[src/rtl/dm_pkg.sv]
// Shared definitions for the data-memory access controller:
// operation encodings, FSM state encoding, lane widths and op classifiers.
package dm_pkg;

  localparam int BYTE_W = 8;
  localparam int HALF_W = 16;
  localparam int WORD_W = 32;

  typedef enum logic [2:0] {
    OP_LW  = 3'd0,
    OP_LH  = 3'd1,
    OP_LHU = 3'd2,
    OP_LB  = 3'd3,
    OP_LBU = 3'd4,
    OP_SW  = 3'd5,
    OP_SH  = 3'd6,
    OP_SB  = 3'd7
  } dm_op_e;

  typedef enum logic [2:0] {
    ST_IDLE   = 3'd0,
    ST_LOAD   = 3'd1,
    ST_STORE  = 3'd2,
    ST_RMW_RD = 3'd3,
    ST_RMW_WR = 3'd4,
    ST_RESP   = 3'd5
  } dm_state_e;

  function automatic logic is_word(input dm_op_e op);
    return (op == OP_LW) || (op == OP_SW);
  endfunction

  function automatic logic is_half(input dm_op_e op);
    return (op == OP_LH) || (op == OP_LHU) || (op == OP_SH);
  endfunction

  function automatic logic is_load(input dm_op_e op);
    return (op == OP_LW) || (op == OP_LH) || (op == OP_LHU) ||
           (op == OP_LB) || (op == OP_LBU);
  endfunction

endpackage

[src/rtl/dm_lane_unit.sv]
// Combinational lane logic for the data-memory controller.
//   i_op     : captured operation
//   i_lane   : byte offset within the word (addr[1:0])
//   i_rd     : memory word (live read data or latched RMW word)
//   i_wdata  : store data
//   o_ld     : selected and sign/zero-extended load data
//   o_merge  : i_rd with the addressed byte/half replaced by store data
module dm_lane_unit
  import dm_pkg::*;
(
  input  dm_op_e            i_op,
  input  logic [1:0]        i_lane,
  input  logic [WORD_W-1:0] i_rd,
  input  logic [WORD_W-1:0] i_wdata,
  output logic [WORD_W-1:0] o_ld,
  output logic [WORD_W-1:0] o_merge
);

  logic [BYTE_W-1:0] w_byte;
  logic [HALF_W-1:0] w_half;

  // Little-endian lanes: byte n at [8n+7:8n], half 1 at [31:16].
  assign w_byte = i_rd[{i_lane, 3'b000} +: BYTE_W];
  assign w_half = i_rd[{i_lane[1], 4'b0000} +: HALF_W];

  always_comb begin
    o_ld = '0;
    case (i_op)
      OP_LW:   o_ld = i_rd;
      OP_LH:   o_ld = {{(WORD_W-HALF_W){w_half[HALF_W-1]}}, w_half};
      OP_LHU:  o_ld = {{(WORD_W-HALF_W){1'b0}}, w_half};
      OP_LB:   o_ld = {{(WORD_W-BYTE_W){w_byte[BYTE_W-1]}}, w_byte};
      OP_LBU:  o_ld = {{(WORD_W-BYTE_W){1'b0}}, w_byte};
      default: o_ld = '0;
    endcase
  end

  always_comb begin
    o_merge = i_rd;
    case (i_op)
      OP_SH:   o_merge[{i_lane[1], 4'b0000} +: HALF_W] = i_wdata[HALF_W-1:0];
      OP_SB:   o_merge[{i_lane, 3'b000} +: BYTE_W]     = i_wdata[BYTE_W-1:0];
      default: o_merge = i_rd;
    endcase
  end

endmodule

[src/rtl/dm_access_ctrl.sv]
// Data-memory access controller: accepts one load/store request at a time,
// checks alignment and range, drives a word-addressed memory, and returns
// extended load data or an exception flag via a valid/ready response.
//   clk, reset             : clock, async active-high reset
//   req_*                  : request handshake (op, byte addr, wdata, pc)
//   resp_*                 : response handshake (rdata, exc)
//   DMReadEN/DMWriteEN     : memory strobes
//   Addr, DM_WD, Pc        : word address, write data, pc to memory
//   DM_RD                  : combinational memory read data
module dm_access_ctrl
  import dm_pkg::*;
#(
  parameter logic [31:0] ADDR_LIMIT = 32'h0000_3000
) (
  input  logic        clk,
  input  logic        reset,
  input  logic        req_valid,
  output logic        req_ready,
  input  logic [2:0]  req_op,
  input  logic [31:0] req_addr,
  input  logic [31:0] req_wdata,
  input  logic [31:0] req_pc,
  output logic        resp_valid,
  input  logic        resp_ready,
  output logic [31:0] resp_rdata,
  output logic        resp_exc,
  output logic        DMWriteEN,
  output logic        DMReadEN,
  output logic [31:0] Addr,
  output logic [31:0] DM_WD,
  output logic [31:0] Pc,
  input  logic [31:0] DM_RD
);

  dm_state_e   r_state, w_next;
  dm_op_e      r_op;
  logic [31:0] r_addr, r_wdata, r_pc, r_word, r_rdata;
  logic        r_exc;

  dm_op_e      w_req_op;
  logic        w_exc, w_accept;
  logic [31:0] w_lane_rd, w_ld, w_merge;

  assign w_req_op = dm_op_e'(req_op);
  assign w_accept = req_valid && (r_state == ST_IDLE);
  assign w_exc    = (is_word(w_req_op) && (req_addr[1:0] != 2'b00)) ||
                    (is_half(w_req_op) && req_addr[0]) ||
                    (req_addr >= ADDR_LIMIT);

  // Merge works from the word latched in RMW_RD; loads use live read data.
  assign w_lane_rd = (r_state == ST_RMW_WR) ? r_word : DM_RD;

  dm_lane_unit u_lane (
    .i_op    (r_op),
    .i_lane  (r_addr[1:0]),
    .i_rd    (w_lane_rd),
    .i_wdata (r_wdata),
    .o_ld    (w_ld),
    .o_merge (w_merge)
  );

  always_ff @(posedge clk or posedge reset) begin
    if (reset) r_state <= ST_IDLE;
    else       r_state <= w_next;
  end

  always_comb begin
    w_next     = r_state;
    req_ready  = 1'b0;
    resp_valid = 1'b0;
    DMReadEN   = 1'b0;
    DMWriteEN  = 1'b0;
    DM_WD      = '0;
    case (r_state)
      ST_IDLE: begin
        req_ready = 1'b1;
        if (req_valid) begin
          if (w_exc)                  w_next = ST_RESP;
          else if (is_load(w_req_op)) w_next = ST_LOAD;
          else if (w_req_op == OP_SW) w_next = ST_STORE;
          else                        w_next = ST_RMW_RD;
        end
      end
      ST_LOAD: begin
        DMReadEN = 1'b1;
        w_next   = ST_RESP;
      end
      ST_STORE: begin
        DMWriteEN = 1'b1;
        DM_WD     = r_wdata;
        w_next    = ST_RESP;
      end
      ST_RMW_RD: begin
        DMReadEN = 1'b1;
        w_next   = ST_RMW_WR;
      end
      ST_RMW_WR: begin
        DMWriteEN = 1'b1;
        DM_WD     = w_merge;
        w_next    = ST_RESP;
      end
      ST_RESP: begin
        resp_valid = 1'b1;
        if (resp_ready) w_next = ST_IDLE;
      end
      default: w_next = ST_IDLE;
    endcase
  end

  always_ff @(posedge clk or posedge reset) begin
    if (reset) begin
      r_op    <= OP_LW;
      r_addr  <= '0;
      r_wdata <= '0;
      r_pc    <= '0;
      r_word  <= '0;
      r_rdata <= '0;
      r_exc   <= 1'b0;
    end else begin
      if (w_accept) begin
        r_op    <= w_req_op;
        r_addr  <= req_addr;
        r_wdata <= req_wdata;
        r_pc    <= req_pc;
        r_rdata <= '0;
        r_exc   <= w_exc;
      end
      if (r_state == ST_LOAD)   r_rdata <= w_ld;
      if (r_state == ST_RMW_RD) r_word  <= DM_RD;
    end
  end

  assign Addr       = {r_addr[31:2], 2'b00};
  assign Pc         = r_pc;
  assign resp_rdata = r_rdata;
  assign resp_exc   = r_exc;

endmodule

[config.mk]
export PLATFORM = sky130hd
export DESIGN_NAME = dm_access_ctrl
export DESIGN_NICKNAME = d
export VERILOG_FILES = /design/src/rtl/dm_pkg.sv /design/src/rtl/dm_lane_unit.sv /design/src/rtl/dm_access_ctrl.sv
export SDC_FILE = /design/constraint.sdc
export NUM_CORES = 1
export LEC_CHECK = 0
export ABC_AREA = 1
export BUFFER_PORTS_ARGS = -buffer_cell sky130_fd_sc_hd__buf_2
export CAP_MARGIN = 20
export CORE_UTILIZATION = 42
export DETAILED_ROUTE_END_ITERATION = 6
export PLACE_DENSITY_LB_ADDON = 0.15
export SYNTH_ARGS = -nofsm -noshare
export SYNTH_HDL_FRONTEND = slang
export SYNTH_HIERARCHICAL = 1
export SYNTH_SLANG_ARGS = --single-unit
[constraint.sdc]
create_clock -name clk -period 4.9 [get_ports clk]
set_input_delay 0.245 -clock clk [delete_from_list [all_inputs] [get_ports clk]]
set_output_delay 0.245 -clock clk [all_outputs]
set_load 0.02 [all_outputs]
==> results of run 1 <==
-- registers in the layout, summed over array words and instances, names as in the netlist --
signal,cells
resp_rdata,32
r_addr,32
r_wdata,32
resp_exc,1
r_op,3
r_state,3
Pc,32
r_word,32
-- worst max path at each step --
stage / startpoint / endpoint / cells after the start
floorplan: reset / Pc[0] / 1
global placement: r_state[1] / resp_rdata[25] / 11
detailed placement: r_state[1] / resp_rdata[23] / 11
CTS: r_state[1] / DM_WD[29] / 12
global route: r_state[1] / DM_WD[10] / 11
finish: r_state[1] / DM_WD[29] / 12
-- stage by stage --
stage / setup slack [ns] / cell area, µm² / power (mW) / util [%] / instances
2_1_floorplan: 0.137 / 10100 / 5.37 / - / 1502
3_3_place_gp: 1.36 / 11300 / 6.49 / 47.9 / 1983
3_5_place_dp: 1.23 / 11300 / 6.54 / 47.9 / 1983
4_1_cts: 0.938 / 12500 / 7.98 / 53.0 / 2074
5_1_grt: 0.615 / 12500 / 8.61 / 53.1 / 2077
6_report: 0.899 / 12500 / 8.00 / 53.1 / 2078
-- power by group through the flow --
stage | combinational, mW | sequential, mW | clock, mW
after global placement | 4.30 | 2.19 | 0
after global routing | 4.92 | 2.23 | 1.46
after detailed placement | 4.35 | 2.20 | 0
after CTS | 4.39 | 2.18 | 1.41
final | 4.44 | 2.18 | 1.38
after floorplan | 2.97 | 2.40 | 0
-- cells in the final DEF (no fill, tap or decap), drive strengths merged, types with 3 or more instances in the layout --
| master | n |
|---|---|
| nand2 | 535 |
| buf | 286 |
| nand3 | 186 |
| dfrtp | 167 |
| o21ai | 143 |
| inv | 139 |
| nor2 | 119 |
| a21oi | 66 |
| dlygate4sd3 | 59 |
| clkbuf | 17 |
| o211ai | 10 |
| clkinv | 8 |
| ha | 5 |
| a31oi | 4 |
| diode | 3 |
| nand4 | 3 |
| nor3 | 3 |
-- worst register-to-register path: cells and delay by family, from the launching register on --
kind                   cells  cell delay [ns]
AOI/OAI and AO/OA          1             0.63
buffers and inverters      1             0.09
DFF                        1             0.51
and+or+nand+nor            9             2.40
-- kinds of logic (layout without fill, tap and decap cells) --
family / Yosys count / in the layout / synth area share, %
adders and majority gates: 5 / 5 / 0.618
buffers and inverters: 255 / 509 / 12.1
and+or+nand+nor: 850 / 850 / 34.7
AOI/OAI and AO/OA: 223 / 223 / 11.3
DFF: 167 / 167 / 41.3
other: 1 / 5 / 0.0371
-- cell type report --
type                    instances  area (µm²)
multi-input cells            1080        4730
repair buffers                345        2090
inverters                     132         508
fillers                      2418       11000
well taps                     319         399
clock inverters                15         173
clock buffers                  17         425
flip-flops and latches        167        4180
diodes                          3        7.51
-- layer usage --
metal | global-route usage (%) | part of all wire (%)
met5 | 0 | 0
met4 | 10.3 | 2.6
met3 | 5.12 | 6.6
met2 | 39.8 | 46
met1 | 36.9 | 45
==> results.md, run 1 <==
* Status: complete, no violations
* Capture point of the worst reg-to-reg path: resp_rdata[16]
* Clk pwr share at 17.2%
* Leak Pwr at 6.87 nW
* Initial Util at 43.0%
* CTS Root Cell: clkbuf_16
* First-pass GRT wire length at 50.3 mm
* Count of cell types in the netlist at 33
* Clk_lat worst skew at 0.44 ns
* Number of hold buffers added after CTS at 59
* Yosys Warn Count at 6
* Gate power share at 55.5%
* Initial antenna violation count at 3
* Crit path max fanout at 46
* CP arrival at 3.76 ns
* Drt via density at 5.10
* Final HPWL DP at 21.8 mm
* Slowest stage delay, CP at 0.68 ns
* Max-slew headroom at 27.5%
* Min-Delay Startpoint: req_wdata[20]
* Synth area leader: dfrtp_1
* Io pins at 268
* Fin crit share at 81.7%
* Switching Fraction at 51.3%
* CP delay by family, top: simple AND/OR/NAND/NOR gates
* Post-Syn Instances at 1,501
* Layout area overhead at 23.6%
* Req. time, crit path at 4.66 ns
* Area share of the leading cell type in the synthesized netlist at 41.3%
* CP Cell Sequence: nor2_8 > nand2_2 > o21ai_0 > inv_1 > nand2_1 > o21ai_0 > nor2_1 > nor2_1 > nand2_1 > nand3_1 > o21ai_0 > buf_2
* Total grt overflow at 0
* Std cell rows at 56
* Flop pwr share at 27.3%
* Routed via count at 10,600
* Hold slack at 0.0113 ns
* Commonest cells post-synth: nand2_1 (531), nand3_1 (186), dfrtp_1 (167)
* #FFs+latches synth at 167
* Crit end category: output port
* Clock slew at reported path FFs at 0.08 ns
* Fin. Hold Viols at 0
* # H-tree levels at 4
* Tmin final at 4.00 ns
* Most area-consuming cells after synthesis: dfrtp_1 (41%), nand2_1 (20%), nand3_1 (9.2%)
* Most common cell in the netlist: nand2_1
* Vias in the first global route at 9,510
* Die width at 157 µm
* Max Slew Vio Count at 0
* Total power per unit cell area at 640 mW/mm²
* Max frequency at 250 MHz
* Post-Syn Area at 0.0101 mm²
* Total GRT Usage at 26.3%
* Die ar. at 0.0247 mm²
* Clock tree buffer depth at 2
* Post-CTS Resized at 0
* Critical path buffers and inverters at 2
* R2R depth at 11
* Die span in y at 157 µm
* RSZ-0062 raised after global routing: false
* Psw at 4.11 mW
* TritonCTS clock tree: built
* RR Startpoint: r_state[1]
* Post-synthesis sequential area ratio at 41.3%
* Max_cap viols at 0
* Final Setup Violations at 0
* Int Power at 3.89 mW
* Postcts setup bufs at 0
* Routed length per placed instance at 15.6 µm
* # DRC at 0
* Asr flop ratio synth at 100%
* Least-Margin Pin Slew at 1.09 ns
* Critical Path Most Common Cell: o21ai_0
* Hold EP: r_wdata[20]
* Avg Inst Size Synth at 6.74 µm²
* Core area at 0.0235 mm²
* Crit-path slowest cell: o21ai_0
* Nets@finish at 1,883
* R2r setup slk at 1.22 ns
* Hold Path Cell Cnt at 3
* Post-synth top flop: dfrtp_1
* Drt total wl at 32.4 mm
* Layout cell share with drive strength beyond 1 at 19.4%
* Starting DRC count in detailed routing at 989
* TritonCTS Buffers at 17
* DR pass1 iterations at 6
* Clk_skew at 0.00896 ns
* Critical path startpoint category: flip-flop
* Worst hold path class: input port to flip-flop
* Placer Congestion at 0.910
* Critical path type: flip-flop to output port
* VDD IR-drop max at 0.294 mV
* Sinks on the clock net at 167
* Post-synth EDFFs at 0
* Antenna viol nets, final at 0
* Port-buffer cells at 265
* Final TNS setup at 0 ns
* Largest net degree at the start of global routing at 110
No activity file was read; power rests on OpenSTA's default activity.
==> run 2: changes to the inputs <==
==> constraint.sdc (replaced) <==
create_clock -name clk -period 4.2 [get_ports clk]
set_input_delay 0.21 -clock clk [delete_from_list [all_inputs] [get_ports clk]]
set_output_delay 0.21 -clock clk [all_outputs]
set_load 0.02 [all_outputs]
==> run 2 against run 1 <==
Effect of this change: the flow now finishes with violations (design-rule violations); sequential power grew 17%; routed wire length grew 0.97%; power grew 18%; count of clock-buffer cells in the layout is the same; clock skew grew 0.0022 ns; hold slack lost 0.0032 ns; combinational power grew 18%; flip-flop and latch count is the same; design area grew 2.5%; via count grew 0.58%; core utilization grew 1.3 points; largest cell class unchanged.
==> results.md, run 2 (same netlist as run 1, synthesis figures left out) <==
* Status: finished with violations
* Violated checks: design-rule violations
* Number of antenna diodes at 0
* Port-buffer cells at 265
* # DRC at 2
* Cell area after layout at 0.0128 mm²
* Pwr Total at 9.42 mW
* Core area at 0.0235 mm²
* Tmin final at 3.44 ns
* Vias in the first global route at 9,836
* Max Slew Vio Count at 0
* Clock tree buffer depth at 2
* Hold slack at 0.00810 ns
* Least-Margin Pin Slew at 1.09 ns
* Layout cell share with drive strength beyond 1 at 19.1%
* First-pass GRT wire length at 51.2 mm
* Io pins at 268
* Drt via density at 5.08
* Fin. Hold Viols at 0
* Final TNS setup at 0 ns
* Req. time, crit path at 3.99 ns
* Worst hold path class: input port to flip-flop
* Place WS at 1.25 ns
* Register area at 0.00418 mm²
* Total power per unit cell area at 735 mW/mm²
* Crit end category: output port
* Final HPWL DP at 21.8 mm
* Most frequent cells in the layout: nand2_1 (530), buf_2 (265), nand3_1 (186), dfrtp_1 (167), o21ai_0 (142)
* Multi-input gate area at 0.00473 mm²
* Postcts setup bufs at 0
* Critical path startpoint category: flip-flop
* # H-tree levels at 4
* Clock slew at reported path FFs at 0.07 ns
* CTS Root Cell: clkbuf_16
* Largest net degree at the start of global routing at 168
* Die span in y at 157 µm
* Total grt overflow at 0
* Fin crit share at 81.9%
* VDD IR-drop max at 0.345 mV
* Die width at 157 µm
* R2r setup slk at 1.22 ns
* Fin cells at 2,102
* Finished Core Util at 54.4%
* Leak Pwr at 7.00 nW
* Drt total wl at 32.7 mm
* RSZ-0062 raised after global routing: false
* CP arrival at 3.23 ns
* Initial Util at 43.0%
* Nets@finish at 1,910
* Sinks on the clock net at 167
* Max-slew headroom at 27.1%
* DR pass1 iterations at 7
* Layout area overhead at 26.6%
* Critical path type: flip-flop to output port
* Routed via count at 10,700
* Starting DRC count in detailed routing at 1,134
* Max_cap viols at 0
* Total GRT Usage at 26.6%
* Initial antenna violation count at 0
* Clk_skew at 0.0111 ns
* Die ar. at 0.0247 mm²
* Max frequency at 291 MHz
* TritonCTS Buffers at 17
* Placed insts at 1,983
* Most common cell after layout, fill and taps aside: nand2_1
* Fin worst setup slack at 0.758 ns
* TritonCTS clock tree: built
* Final Setup Violations at 0
* Std cell rows at 56
* Crit path max fanout at 39
* Post-DP Area at 0.0113 mm²
* Post-CTS Resized at 0
* Antenna viol nets, final at 0
* Filler Cell Count at 2,346
* Placer Congestion at 0.897
* Routed length per placed instance at 15.6 µm
* Clk_lat worst skew at 0.44 ns
==> run 2: layer usage <==
| layer | GRT usage (%) | vias up | routed length [µm] |
|---|---|---|---|
| met4 | 11.7 | 0 | 1190 |
| met2 | 41.0 | 420 | 14800 |
| li1 | - | 5267 | - |
| met1 | 36.8 | 4910 | 14500 |
| met5 | 0 | - | 0 |
| met3 | 4.27 | 71 | 2230 |
==> run 2: cell type report <==
type	instances	share of cell area (%)
well taps	319	3.12
inverters	132	3.96
repair buffers	372	18.6
flip-flops and latches	167	32.6
clock inverters	15	1.50
multi-input cells	1080	36.9
clock buffers	17	3.32
==> run 2: path summary, 6_finish.rpt <==
check	from	to	depth (start not counted)
min in group asynchronous	reset	r_addr[28]	3
setup / recovery	r_state[1]	DM_WD[29]	12
hold reg to reg	r_addr[4]	r_addr[4]	2
max in group asynchronous	reset	r_wdata[7]	3
setup reg to reg	r_state[1]	resp_rdata[27]	9
hold / removal	req_wdata[16]	r_wdata[16]	3
==> run 2: what timing repair did <==
action,CTS,global route
hold buffers,86,0
setup endpoints to repair,0,0
endpoints found under the hold margin,86,0
==> run 2: worst max-delay path, stage by stage, from the launching register on <==
cell	delay, ns
dfrtp_1	0.51
nor2_8	0.14
nand2_2	0.38
o21ai_0	0.64
inv_1	0.30
nand2_1	0.13
o21ai_0	0.08
nor2_1	0.11
nor2_1	0.05
nand2_1	0.07
nand3_1	0.08
o21ai_0	0.10
buf_2	0.20
==> run 2: power breakdown <==
group,switching (mW),internal [mW]
clock network,0.793,0.867
registers,0.347,2.19
logic,3.65,1.57
total,4.79,4.63
